`src/rtl/logic_unit_pipe.sv`:
```
// -----------------------------------------------------------------------------
// logic_unit_pipe
//   Two-stage pipelined bitwise logic unit with valid/ready handshakes on both
//   sides. Stage A holds the (width-adjusted) operands and function code;
//   stage B holds the result plus zero and parity flags.
//
// Parameters
//   IN1_WIDTH        width of operand in1
//   IN2_WIDTH        width of operand in2
//   LOGIC_OUT_WIDTH  result width W; operands are zero-extended or truncated
//                    (LSBs kept) to W
//
// Ports
//   clk          in   rising-edge clock
//   rst          in   asynchronous active-low reset
//   logic_en     in   unit enable, gates input acceptance only
//   in_valid     in   operand beat offered
//   in_ready     out  unit can accept a beat (combinational)
//   in1, in2     in   operands
//   logic_fun    in   function select (AND/OR/XOR/XNOR/NAND/NOR/NOT in1/in2)
//   out_ready    in   downstream accepts a result
//   logic_out    out  registered result
//   logic_flag   out  result valid
//   zero_flag    out  logic_out == 0
//   parity_flag  out  XOR-reduce of logic_out
// -----------------------------------------------------------------------------
module logic_unit_pipe #(
   parameter int IN1_WIDTH       = 16,
   parameter int IN2_WIDTH       = 16,
   parameter int LOGIC_OUT_WIDTH = 16
) (
   input  logic                       clk,
   input  logic                       rst,
   input  logic                       logic_en,
   input  logic                       in_valid,
   output logic                       in_ready,
   input  logic [IN1_WIDTH-1:0]       in1,
   input  logic [IN2_WIDTH-1:0]       in2,
   input  logic [2:0]                 logic_fun,
   input  logic                       out_ready,
   output logic [LOGIC_OUT_WIDTH-1:0] logic_out,
   output logic                       logic_flag,
   output logic                       zero_flag,
   output logic                       parity_flag
);

   localparam int W = LOGIC_OUT_WIDTH;

   // Bitwise function table
   function automatic logic [W-1:0] logic_fn(input logic [2:0]   fun,
                                             input logic [W-1:0] a,
                                             input logic [W-1:0] b);
      logic [W-1:0] r;
      r = {W{1'b0}};
      case (fun)
         3'b000:  r = a & b;
         3'b001:  r = a | b;
         3'b010:  r = a ^ b;
         3'b011:  r = ~(a ^ b);
         3'b100:  r = ~(a & b);
         3'b101:  r = ~(a | b);
         3'b110:  r = ~a;
         3'b111:  r = b;
         default: r = {W{1'b0}};
      endcase
      return r;
   endfunction

   // Even-parity helper: 1 when the vector holds an odd number of ones
   function automatic logic parity_fn(input logic [W-1:0] v);
      return ^v;
   endfunction

   logic [W-1:0] in1_ext_s;
   logic [W-1:0] in2_ext_s;

   // Width adaptation happens at the input so stage A always holds W bits
   generate
      if (IN1_WIDTH >= W) begin : g_in1_trunc
         assign in1_ext_s = in1[W-1:0];
      end else begin : g_in1_zext
         assign in1_ext_s = {{(W-IN1_WIDTH){1'b0}}, in1};
      end
      if (IN2_WIDTH >= W) begin : g_in2_trunc
         assign in2_ext_s = in2[W-1:0];
      end else begin : g_in2_zext
         assign in2_ext_s = {{(W-IN2_WIDTH){1'b0}}, in2};
      end
   endgenerate

   // Stage A (operands) and stage B (result) state
   logic         a_valid_q, a_valid_d;
   logic [W-1:0] a_in1_q,   a_in1_d;
   logic [W-1:0] a_in2_q,   a_in2_d;
   logic [2:0]   a_fun_q,   a_fun_d;
   logic         b_valid_q, b_valid_d;
   logic [W-1:0] b_out_q,   b_out_d;
   logic         b_zero_q,  b_zero_d;
   logic         b_par_q,   b_par_d;

   logic         b_load_s;
   logic         a_ready_s;
   logic         accept_s;
   logic [W-1:0] res_s;

   // Handshake: B refills whenever it is empty or being drained this cycle,
   // and A frees up in the same cycle it hands off to B, so a full pipeline
   // passes out_ready straight through to in_ready.
   always_comb begin
      b_load_s  = a_valid_q & (~b_valid_q | out_ready);
      a_ready_s = ~a_valid_q | b_load_s;
      accept_s  = in_valid & logic_en & a_ready_s;
      res_s     = logic_fn(a_fun_q, a_in1_q, a_in2_q);
   end

   assign in_ready = logic_en & a_ready_s;

   // Stage A next state: load on accept, empty when handed off with no refill
   always_comb begin
      a_valid_d = a_valid_q;
      a_in1_d   = a_in1_q;
      a_in2_d   = a_in2_q;
      a_fun_d   = a_fun_q;
      if (accept_s) begin
         a_valid_d = 1'b1;
         a_in1_d   = in1_ext_s;
         a_in2_d   = in2_ext_s;
         a_fun_d   = logic_fun;
      end else if (b_load_s) begin
         a_valid_d = 1'b0;
      end else begin
         a_valid_d = a_valid_q;
      end
   end

   // Stage B next state: take f(A) on load; otherwise a consumed result
   // with nothing behind it clears the valid flag, else everything holds.
   always_comb begin
      b_valid_d = b_valid_q;
      b_out_d   = b_out_q;
      b_zero_d  = b_zero_q;
      b_par_d   = b_par_q;
      if (b_load_s) begin
         b_valid_d = 1'b1;
         b_out_d   = res_s;
         b_zero_d  = (res_s == {W{1'b0}});
         b_par_d   = parity_fn(res_s);
      end else if (out_ready) begin
         b_valid_d = 1'b0;
      end else begin
         b_valid_d = b_valid_q;
      end
   end

   // Pipeline registers; reset flushes both stages
   always_ff @(posedge clk or negedge rst) begin
      if (!rst) begin
         a_valid_q <= 1'b0;
         a_in1_q   <= {W{1'b0}};
         a_in2_q   <= {W{1'b0}};
         a_fun_q   <= 3'b000;
         b_valid_q <= 1'b0;
         b_out_q   <= {W{1'b0}};
         b_zero_q  <= 1'b0;
         b_par_q   <= 1'b0;
      end else begin
         a_valid_q <= a_valid_d;
         a_in1_q   <= a_in1_d;
         a_in2_q   <= a_in2_d;
         a_fun_q   <= a_fun_d;
         b_valid_q <= b_valid_d;
         b_out_q   <= b_out_d;
         b_zero_q  <= b_zero_d;
         b_par_q   <= b_par_d;
      end
   end

   assign logic_out   = b_out_q;
   assign logic_flag  = b_valid_q;
   assign zero_flag   = b_zero_q;
   assign parity_flag = b_par_q;

endmodule

```
`config.mk`:
```
export PLATFORM = sky130hd
export DESIGN_NAME = logic_unit_pipe
export DESIGN_NICKNAME = d
export VERILOG_FILES = /design/src/rtl/logic_unit_pipe.sv
export SDC_FILE = /design/constraint.sdc
export NUM_CORES = 1
export LEC_CHECK = 0
export ABC_AREA = 1
export ABC_CLOCK_PERIOD_IN_PS = 2400
export CAP_MARGIN = 20
export CELL_PAD_IN_SITES_DETAIL_PLACEMENT = 2
export CELL_PAD_IN_SITES_GLOBAL_PLACEMENT = 2
export CORE_MARGIN = 5
export CORE_UTILIZATION = 31
export DETAILED_ROUTE_END_ITERATION = 8
export GPL_ROUTABILITY_DRIVEN = 1
export PLACE_DENSITY_LB_ADDON = 0.1
export SYNTH_ARGS = -nofsm -noshare
export SYNTH_HDL_FRONTEND = slang
export SYNTH_SLANG_ARGS = --single-unit
export TNS_END_PERCENT = 100
```
`constraint.sdc`:
```
create_clock -name clk -period 2.4 [get_ports clk]
set_clock_uncertainty 0.2 [all_clocks]
set_input_delay 0.48 -clock clk [delete_from_list [all_inputs] [get_ports clk]]
set_output_delay 0.48 -clock clk [all_outputs]
set_load 0.1 [all_outputs]
```
==> results of run 1 <==
how the worst max path moves through the flow:
stage,start,endpoint,cells past startpoint
floorplan,a_fun_q[1],parity_flag,15
global placement,a_fun_q[0],parity_flag,15
detailed placement,a_fun_q[1],parity_flag,13
CTS,a_fun_q[0],parity_flag,16
global route,a_fun_q[1],parity_flag,16
finish,a_fun_q[1],parity_flag,16
metal layers:
layer	track usage, %	vias up
met5	0	-
met1	32.9	2782
li1	-	2333
met4	7.54	0
met2	44.9	207
met3	4.74	90
area by class of cell:
cell class,count,area (µm²)
multi-input combinational,457,2860
sequential,55,1380
fill,1564,7180
clock buffer,5,125
inverter,88,347
tap,180,225
timing repair buffer,177,1740
clock inverter,3,20.0
metrics by stage:
stage / power, W / hold WS [ps] / cell area (µm²) / worst slack (ps)
after floorplan: 0.00574 / -15.6 / 4410 / 191
after global placement: 0.00750 / 264 / 5580 / -56.9
after detailed placement: 0.00785 / 278 / 5580 / -176
after CTS: 0.0104 / 297 / 6360 / -32.2
after global routing: 0.0128 / 304 / 6700 / -489
final: 0.0124 / 292 / 6700 / -397
placed cells by master (no fill, tap or decap), drive strengths merged:
master	instances
a21oi	35
buf	136
clkbuf	7
clkdlybuf4s50	38
clkinv	2
clkinvlp	3
dfrtp	55
dlygate4sd3	1
ha	40
inv	86
nand2	188
nand3	49
nand4	66
nor2	70
o31ai	1
xnor2	4
xor2	4
cell usage after synthesis (all sizes together):
master / number
a21oi: 35
o31ai: 1
xnor2: 4
ha: 40
buf: 37
nand3: 49
clkbuf: 2
nand4: 66
nor2: 70
xor2: 4
dfrtp: 55
nand2: 187
clkinv: 1
inv: 87
worst min-delay path: stages (launching register included):
cell	delay, ps
dfrtp_1	350
nand2_1	50
nand2_1	50
power groups by stage:
stage                     Clock (W)  Sequential, W  Combinational, W
after floorplan                   0        0.00246           0.00328
after global placement            0        0.00153           0.00597
after detailed placement          0        0.00156           0.00629
after CTS                  0.000806        0.00154           0.00801
after global routing       0.000843        0.00161            0.0104
final                      0.000792        0.00158            0.0100
kinds of logic (layout without fill, tap and decap cells):
kind of cell | after synthesis | in the layout | share of synthesized area [%]
adders and majority gates | 40 | 40 | 11.4
buffers and inverters | 127 | 273 | 13.5
and+or+nand+nor | 372 | 373 | 38.1
xor gates and xnor gates | 8 | 8 | 1.59
DFF | 55 | 55 | 31.3
AOI/OAI and AO/OA | 36 | 36 | 4.15
what timing repair did:
action / CTS / global route
endpoints found under the hold margin: 55 / 0
pin swaps: 33 / 69
gates resized for setup: 52 / 72
setup endpoints to repair: 1 / 7
gates cloned: 2 / 2
buffers inserted: 38 / 9
hold buffers: 1 / 0
flip-flops by register name, indices dropped and copies added, names as in the netlist:
register     count
a_in1_q         16
a_fun_q          3
a_valid_q        1
logic_flag       1
a_in2_q         16
zero_flag        1
logic_out       16
parity_flag      1
==> impl_metrics.ini, run 1 <==
[outcome]
status = finished, violations left
violations = negative setup slack

[power]
p_sw_w = 0.00683
p_seq_share_pct = 12.7
vdd_ir_drop_max_mv = 0.586
clkPwrFrac_pct = 6.4
power_density_nw_per_um2 = 1850
combPwrFrac_pct = 80.9
internal_power_w = 0.00558
switching_share_pct = 55.0
p_leak_nw = 3.51

[worst_hold_path]
worst_hold_path.endpoint = logic_out[3]
worstHoldStart = logic_out[3]
holdPathStages = 2
hp-class = reg2reg

[placement]
gp_congestion = 0.800
port_buffers = 59
dp.cells = 905
dp_hpwl_mm = 12.1

[floorplan]
die_y_um = 129
die_area_um2 = 16700
die_width_um = 129
initial_core_util_pct = 31.7
fp.coreArea_um2 = 13900
rows = 43
io_pins = 60

[sta]
relSlewSlack_pct = 69.7
setup-tns-final_ps = -1490
min_period_ps = 2800
rsz0062_at_grt = yes
fin_ws_ps = -397
finalCritPeriodShare_pct = 117
hold_violations = 0
slew_violations = 0
setup_viol = 7
fmax_mhz = 358
tightestPinTransition_ps = 454

[critical_path]
crit_path_frequent_cell = nand2_1
cp_slowest_cell = dfrtp_4
worst-setup-path-type = reg2reg
reg2reg_depth = 16
crit_chain = buf_6, nand2_4, nor2_4, clkbuf_16, nand2_1, nand2_1, nor2_1, nand2_1, nand2_2, ha_4, xnor2_2, nand2_1, nand2_1, nand2_1, nand3_2, nand2_2
rr_endpoint = parity_flag
path_buf_inv = 2
critPathMaxStageDelay_ps = 560
reg2reg_setup_slack_ps = -400
r2r-start = a_fun_q[1]
worstPathMaxFanout = 7
crit_path_end_kind = flop
critPathTopFamily = simple AND/OR/NAND/NOR gates
worstPathRequired_ps = 2420
start_kind = flop
arrival_ps = 2820

[logic_synthesis]
synth_top_area_share_pct = 31.3
synthesis.area_um2 = 4400
yosysTopAreaCell = dfrtp_1
ys_ff_latch = 55
syn_inst = 638
synth_cell_types = 21
yosysSeqAreaShare_pct = 31.3
yosysWarningCount = 0
syn_nets = 718
synthTopCellsByArea = dfrtp_1 31%, nand2_1 16%, ha_1 11%
synth_area_per_cell_um2 = 6.90

[clocking]
max-clock-path-buffers = 2
clk_pin_slew_ps = 80
clkSinkCount = 55
clk_latency_ps = 320
cts_made_buffers = 5
htreeDepth = 2
cts_tree = built
cts.root.buffer_cell = clkbuf_16

[drt]
dr.pass1.iters = 5
post_drt_wl_per_cell_um = 27.3
via_per_inst = 5.61
drt_first_iter_violations = 356
routed.top_layer = met4
ant_nets = 0
wl_met3_mm = 1.29
drc_errors = 0
met1_length_mm = 10.6
routed_wl_mm = 26.4
dr_wl_met2_mm = 13.1
routed-via-count = 5412

[finish]
final_core_util_pct = 48.3
fin_nets = 864
antenna_cells = 0
drive_gt1_share_pct = 32.1
area_delta_synth_final_pct = 52.3
fin_cells = 965

[global_routing]
grt_max_degree = 56
grt-ovfl-total = 0
track_usage_pct = 25.9
antenna_found_initial = 0
grt_pass1_wl_mm = 33.4
grt_pass1_vias = 5757

[job]
max_cap_viol_count = 0
Power figures use the tool's default switching activity.
==> run 2: changes to the inputs <==
--- a/config.mk
+++ b/config.mk
@@ -14,7 +14,9 @@
 export CORE_UTILIZATION = 31
 export DETAILED_ROUTE_END_ITERATION = 8
 export GPL_ROUTABILITY_DRIVEN = 1
+export GPL_TIMING_DRIVEN = 0
 export PLACE_DENSITY_LB_ADDON = 0.1
+export RECOVER_POWER = 100
 export SYNTH_ARGS = -nofsm -noshare
 export SYNTH_HDL_FRONTEND = slang
 export SYNTH_SLANG_ARGS = --single-unit
==> run 2 against run 1 <==
The flow still finishes with violations (negative setup slack); die area is the same; clock-buffer cell count grew 1; flip-flop and latch count is the same; worst setup slack gained 260 ps; largest power group unchanged; highest routed layer unchanged.
==> impl_metrics.ini, run 2 (synthesis results as in run 1) <==
[sta]
finalCritPeriodShare_pct = 106
hold_violations = 0
setup_viol = 2
setup-tns-final_ps = -151
slew_violations = 0
min_period_ps = 2540
fmax_mhz = 394
tightestPinTransition_ps = 970
rsz0062_at_grt = yes
fin_ws_ps = -138
relSlewSlack_pct = 35.6

[drt]
routed_wl_mm = 19.4
drc_errors = 0
post_drt_wl_per_cell_um = 21.2
ant_nets = 0
routed-via-count = 4725
dr.pass1.iters = 4
via_per_inst = 5.16
drt_first_iter_violations = 202

[critical_path]
arrival_ps = 2550
worstPathRequired_ps = 2410
worst-setup-path-type = reg2reg
crit_path_end_kind = flop
worstPathMaxFanout = 8
start_kind = flop

[global_routing]
grt_pass1_wl_mm = 30.1
grt_max_degree = 34
grt_pass1_vias = 5298
track_usage_pct = 23.6
grt-ovfl-total = 0
antenna_found_initial = 0

[floorplan]
die_width_um = 129
fp.coreArea_um2 = 13900
die_area_um2 = 16700
rows = 43
io_pins = 60
die_y_um = 129
initial_core_util_pct = 31.7

[placement]
dp_hpwl_mm = 13.5
port_buffers = 59
placed_area_um2 = 5240
gp_congestion = 0.836

[finish]
fin_nets = 815
final_core_util_pct = 43.2
final_cell_mix = 156 x nand2_1, 82 x inv_1, 66 x nand4_1, 66 x nor2_1, 54 x dfrtp_1
area_delta_synth_final_pct = 36.4
antenna_cells = 0
fillerInstances = 1607
design_area_um2 = 6000
drive_gt1_share_pct = 18.9
final_common_cell = nand2_1

[clocking]
cts.root.buffer_cell = clkbuf_16
clkSinkCount = 55
cts_tree = built
max-clock-path-buffers = 2
htreeDepth = 2
clk_pin_slew_ps = 80
clk_latency_ps = 320
cts_made_buffers = 5

[power]
p_leak_nw = 3.20
power_density_nw_per_um2 = 1690
vdd_ir_drop_max_mv = 0.545

[worst_hold_path]
hp-class = reg2reg

[outcome]
violations = negative setup slack
status = finished, violations left

[job]
max_cap_viol_count = 0
-- run 2: changes by cell type in the layout (fill, tap and decap cells not counted), moves of 3 or more --
cell,before,now
buf_4,103,33
nand2_1,131,156
nand2_2,51,29
dlygate4sd2_1,0,19
buf_12,16,4
buf_2,1,13
nor2_1,54,66
nor2_2,12,1
nand2_4,5,1
clkbuf_1,0,3
dfrtp_1,51,54
-- run 2: through the flow --
step           instances  hold WS (ps)  setup WS [ps]  total power (W)
3_3_place_gp         877           262          -1460          0.00719
3_5_place_dp         878           269           -889          0.00753
2_1_floorplan        638         -15.6            191          0.00574
6_report             916           279           -138           0.0102
4_1_cts              908           279          -57.9          0.00955
5_1_grt              916           310           -275           0.0109
-- run 2: cell type report --
| cell class | count | area, µm² | share of cell area, % |
|---|---|---|---|
| Inverter | 88 | 344 | 5.73 |
| Tap cell | 180 | 225 | 3.75 |
| Buffer | 39 | 344 | 5.73 |
| Sequential cell | 55 | 1380 | 23.0 |
| Multi-Input combinational cell | 456 | 2720 | 45.3 |
| Timing Repair Buffer | 90 | 852 | 14.2 |
| Clock inverter | 2 | 12.5 | 0.209 |
| Clock buffer | 6 | 129 | 2.15 |
-- run 2: critical path, stage by stage, from the launching register on --
cell       delay [ps]
dfrtp_1           400
buf_12            160
nor2_8            220
nand2_8           130
clkbuf_16         180
nand2_1            80
nor2_1             60
nand2_2           110
nand2_2            80
ha_4              300
xor2_2            170
nand2_1            80
nand2_1            80
nand2_1            50
nand3_1            70
nand2_1            60
-- run 2: metal layers --
| layer | vias up | track usage [%] | routed length (µm) |
|---|---|---|---|
| met1 | 2364 | 31.0 | 8740 |
| li1 | 2247 | - | - |
| met3 | 20 | 2.68 | 709 |
| met4 | 0 | 5.44 | 367 |
| met2 | 94 | 41.7 | 9630 |
| met5 | - | 0 | 0 |
-- run 2: final timing paths --
path	start	endpoint	slack [ps]	depth (start not counted)
min in group asynchronous	rst	logic_out[1]	500	2
setup reg to reg	a_fun_q[1]	parity_flag	-140	15
max in group asynchronous	rst	logic_flag	890	3
hold / removal	logic_out[12]	logic_out[12]	280	2
hold reg to reg	logic_out[12]	logic_out[12]	280	2
setup / recovery	a_fun_q[1]	parity_flag	-140	15
-- run 2: where the power goes --
part	switching [W]	total (W)	internal, W
Clock	0.000390	0.000778	0.000388
Sequential	0.000217	0.00148	0.00127
Combinational	0.00498	0.00789	0.00292
-- run 2: timing repair --
item                                    in CTS  in global routing
cloned                                       2                  1
pin swaps                                   32                 27
hold buffers                                 1                  0
gates resized for setup                     89                 28
endpoints found under the hold margin       22                  0
setup buffers                               19                  9
endpoints found under the setup margin      21                  3
